===== src/rtl/universal_shift_engine.sv =====
// Shift/rotate engine: an N-bit word is shifted one bit per clock for a clamped
// number of steps, launched by start and tracked with busy/done.
module universal_shift_engine #(
  parameter int N  = 8,
  parameter int AW = $clog2(N) + 1
) (
  input  logic          clk,
  input  logic          reset,
  input  logic          load_en,
  input  logic [N-1:0]  parallel_in,
  input  logic          start,
  input  logic [2:0]    mode,
  input  logic [AW-1:0] amount,
  input  logic          serial_in,
  output logic [N-1:0]  parallel_out,
  output logic          serial_out,
  output logic          busy,
  output logic          done
);

  typedef enum logic {IDLE, SHIFT} state_t;

  localparam logic [AW-1:0] N_AW = AW'(N);

  state_t        state_q, state_d;
  logic [2:0]    mode_q, mode_d;
  logic [AW-1:0] rem_q, rem_d;
  logic [N-1:0]  data_d;
  logic          so_d, busy_d, done_d;

  logic [AW-1:0] eff_amt;
  logic          is_left, fill_l, fill_r;
  logic [N-1:0]  step_word;
  logic          step_bit;

  // Compare at full AW width so amounts above N clamp instead of wrapping.
  assign eff_amt = (amount > N_AW) ? N_AW : amount;

  assign is_left = (mode_q == 3'b000) || (mode_q == 3'b010) || (mode_q == 3'b101);

  always_comb begin
    fill_l = 1'b0;
    fill_r = 1'b0;
    case (mode_q)
      3'b010:  fill_l = parallel_out[N-1];
      3'b101:  fill_l = serial_in;
      3'b011:  fill_r = parallel_out[0];
      3'b100:  fill_r = parallel_out[N-1];
      3'b110:  fill_r = serial_in;
      default: ;
    endcase
  end

  assign step_word = is_left ? {parallel_out[N-2:0], fill_l} : {fill_r, parallel_out[N-1:1]};
  assign step_bit  = is_left ? parallel_out[N-1] : parallel_out[0];

  always_comb begin
    state_d = state_q;
    mode_d  = mode_q;
    rem_d   = rem_q;
    data_d  = parallel_out;
    so_d    = serial_out;
    busy_d  = busy;
    done_d  = 1'b0;
    case (state_q)
      IDLE: begin
        if (load_en) begin
          data_d = parallel_in;
          so_d   = 1'b0;
        end else if (start && mode != 3'b111) begin
          mode_d = mode;
          if (eff_amt == '0) begin
            done_d = 1'b1;
          end else begin
            state_d = SHIFT;
            busy_d  = 1'b1;
            rem_d   = eff_amt;
          end
        end
      end
      SHIFT: begin
        data_d = step_word;
        so_d   = step_bit;
        rem_d  = rem_q - 1'b1;
        if (rem_q == AW'(1)) begin
          busy_d  = 1'b0;
          done_d  = 1'b1;
          state_d = IDLE;
        end
      end
      default: state_d = IDLE;
    endcase
  end

  always_ff @(posedge clk or negedge reset) begin
    if (!reset) begin
      state_q      <= IDLE;
      mode_q       <= 3'b000;
      rem_q        <= '0;
      parallel_out <= '0;
      serial_out   <= 1'b0;
      busy         <= 1'b0;
      done         <= 1'b0;
    end else begin
      state_q      <= state_d;
      mode_q       <= mode_d;
      rem_q        <= rem_d;
      parallel_out <= data_d;
      serial_out   <= so_d;
      busy         <= busy_d;
      done         <= done_d;
    end
  end

endmodule

===== config.mk =====
export PLATFORM = sky130hd
export DESIGN_NAME = universal_shift_engine
export DESIGN_NICKNAME = d
export VERILOG_FILES = /design/src/rtl/universal_shift_engine.sv
export SDC_FILE = /design/constraint.sdc
export NUM_CORES = 1
export LEC_CHECK = 0
export ABC_AREA = 1
export CORE_UTILIZATION = 51
export DETAILED_ROUTE_END_ITERATION = 16
export PLACE_DENSITY_LB_ADDON = 0.25
export SLEW_MARGIN = 20
export SYNTH_ARGS = -nofsm -noshare
export SYNTH_HDL_FRONTEND = slang
export SYNTH_SLANG_ARGS = --single-unit

===== constraint.sdc =====
create_clock -name clk -period 2.3 [get_ports clk]
set_input_delay 0.23 -clock clk [delete_from_list [all_inputs] [get_ports clk]]
set_output_delay 0.23 -clock clk [all_outputs]
set_load 0.005 [all_outputs]

==> results.sh <==
export IMPL_synth_top_cell_by_area="dfrtp_1"
export IMPL_crit_cells=5
export IMPL_min_path_type="input pin to asynchronous set/reset pin"
export IMPL_clock_sinks=19
export IMPL_slowest_stage="dfrtp_1"
export IMPL_final_area_mm2=0.00152
export IMPL_required_ns=2.49
export IMPL_cts_made_buffers=3
export IMPL_htreeDepth=1
export IMPL_antenna_found_initial=0
export IMPL_clk_pin_slew_ns=0.13
export IMPL_dpl_hpwl_um=2030
export IMPL_r2r_slack_ns=0.76
export IMPL_final_util_pct=69.3
export IMPL_netlist_area_mm2=0.00118
export IMPL_drv_cap=0
export IMPL_core_mm2=0.00219
export IMPL_finalSetupViolCount=0
export IMPL_wl_per_cell_um=12.4
export IMPL_clk_root_buffer_cell="clkbuf_4"
export IMPL_design_die_area_mm2=0.00252
export IMPL_syn_inst=157
export IMPL_num_rows=17
export IMPL_synth_top_cell_area_share_pct=40.2
export IMPL_fillers=199
export IMPL_critPathTopFamily="flip-flops"
export IMPL_via_count=1134
export IMPL_antenna_cells=0
export IMPL_fin_crit_sh_pct=67.0
export IMPL_cp_num_buf_inv=2
export IMPL_grt_pass1_wl_um=4560
export IMPL_clk_latency_ns=0.30
export IMPL_overflow=0
export IMPL_syn_area_per_cell_um2=7.53
export IMPL_cts_setup_buffers=0
export IMPL_drc=0
export IMPL_finClkSkew_ns=0.0162
export IMPL_gp_congestion=0.854
export IMPL_postCtsHoldBufs=0
export IMPL_fmax_ghz=0.649
export IMPL_hold_ws_ns=0.239
export IMPL_max_stage_delay_ns=0.55
export IMPL_portBuffers=30
export IMPL_critPathMaxFanout=26
export IMPL_syn_to_final_growth_pct=28.4
export IMPL_ys_ff_latch=19
export IMPL_status="completed"
export IMPL_leakagePower_nw=0.718
export IMPL_grt_pass1_vias=1035
export IMPL_wl_um=2680
export IMPL_report_final_slew_viol_count=0
export IMPL_finalSetupTns_ns=0
export IMPL_placed_cell_area_mm2=0.00149
export IMPL_postRouteAntennaNets=0
export IMPL_drt_first_pass_iters=4
export IMPL_cts_resized=0
export IMPL_viasPerCell=5.25
export IMPL_cts_tree="yes"
export IMPL_rsz0062_at_grt="false"
export IMPL_vdd_ir_drop_worst_v=0.000709
export IMPL_dr_first_iter_drc_count=32
export IMPL_path_cells="inv_4 -> nand2_2 -> inv_2 -> nand2_2 -> o21a_1"
export IMPL_r2r_cells=5
export IMPL_crit_type="flop to flop"
export IMPL_fin_cells=216
export IMPL_die_y_um=50.2
export IMPL_place_inst=212
export IMPL_synth_area_leaders="dfrtp_1 (40%), nand2_1 (11%), nand3_1 (8.5%)"
export IMPL_end_kind="flop"
export IMPL_die_x_um=50.2
export IMPL_ys_seq_area_share_pct=40.2
export IMPL_ioPinCount=31
export IMPL_ys_warnings_count=0
export IMPL_start_kind="flop"
export IMPL_power_density_mw_per_mm2=1260
export IMPL_grt_max_degree=27
export IMPL_start_util_pct=54.0
export IMPL_crit_top_cell="nand2_2"
export IMPL_tightestPinTransition_ns=0.435
export IMPL_drive_above_1_share_pct=14.4
export IMPL_synth_cell_type_count=23
export IMPL_fin_crit_ns=1.54
export IMPL_slew_limit_headroom_pct=71.0
export IMPL_track_usage_pct=24.2
export IMPL_fin_nets=211
export IMPL_finalHoldViolCount=0
export IMPL_cts_buffer_depth=2
export IMPL_syn_nets=179
export IMPL_arrival_ns=1.73
-- power by group --
group | switching (mW) | leakage, nW | internal [mW]
clock | 0.111 | 0.0177 | 0.0647
combinational | 0.570 | 0.474 | 0.489
sequential | 0.182 | 0.227 | 0.501
total | 0.863 | 0.718 | 1.05
-- cells in the mapped netlist (all sizes together) --
master   n
nand3   23
buf      4
o21bai   1
nor2    14
a21boi   1
inv     21
o21ai   18
nand4    2
ha       2
dfrtp   19
xnor2    1
nand2   41
a21oi    8
o21a     2
-- layout make-up --
cell class	instances	area (um2)	share of cell area, %
Clock buffer	3	22.5	1.48
Clock inverter	1	5.00	0.330
Inverter	21	81.3	5.36
Multi-Input combinational cell	113	591	38.9
Sequential cell	19	475	31.3
Tap cell	28	35.0	2.31
Timing Repair Buffer	31	308	20.3
-- stage by stage --
stage | setup slack, ns | total power, mW
2_1_floorplan | 1.22 | 1.41
5_1_grt | 0.658 | 2.09
3_5_place_dp | 0.688 | 1.75
3_3_place_gp | 0.746 | 1.71
4_1_cts | 0.755 | 1.92
6_report | 0.759 | 1.92
-- worst paths after layout --
path / end / from
worst min-delay path: mode_q[1]$_DFFE_PN0P_ / reset
min in group clk: serial_out$_DFFE_PN0P_ / serial_out$_DFFE_PN0P_
worst max-delay path: mode_q[0]$_DFFE_PN0P_ / state_q$_DFF_PN0_
worst min register to register: serial_out$_DFFE_PN0P_ / serial_out$_DFFE_PN0P_
max in group asynchronous: rem_q[0]$_DFFE_PN0P_ / reset
worst max register to register: mode_q[0]$_DFFE_PN0P_ / state_q$_DFF_PN0_
-- kinds of logic (layout without fill, tap and decap cells) --
kind of cell,count (synthesis),in the layout,share of synthesized area [%]
flops,19,19,40.2
compound gates,30,30,15.4
simple gates,80,80,31.6
fa+ha+maj,2,2,2.12
buf+inv,25,56,9.84
xor+xnor,1,1,0.741
-- sequential cells by signal, indices dropped and copies added, names as in the netlist --
register      flops
busy              1
done              1
mode_q            3
parallel_out      8
rem_q             4
serial_out        1
state_q           1
-- placed cells by master, fill, tap and decap left out, types with 2 or more instances in the layout --
cell type,synthesis,layout
ha_1,2,2
o21ai_1,9,9
clkdlybuf4s50_1,0,30
o21ai_0,9,9
inv_2,6,6
nand3_2,3,3
nand4_1,2,2
nand2_4,2,2
a21oi_1,2,2
clkbuf_4,0,3
nand2_2,4,4
dfrtp_1,19,19
inv_1,14,14
nor2_1,14,14
o21a_1,2,2
nand3_1,20,20
nand2_1,35,35
a21oi_2,6,6
-- routing by layer --
metal  up-vias  part of all wire, %  global-route usage [%]  wire length [um]
li1        571                    -                       -                 -
met1       530                   48                    32.3              1290
met2        31                   47                    41.1              1270
met3         2                  3.9                    2.73               106
met4         0                 0.63                    7.14                17
met5         -                    0                       0                 0
Note: power is estimated with default switching activity, not from simulation.
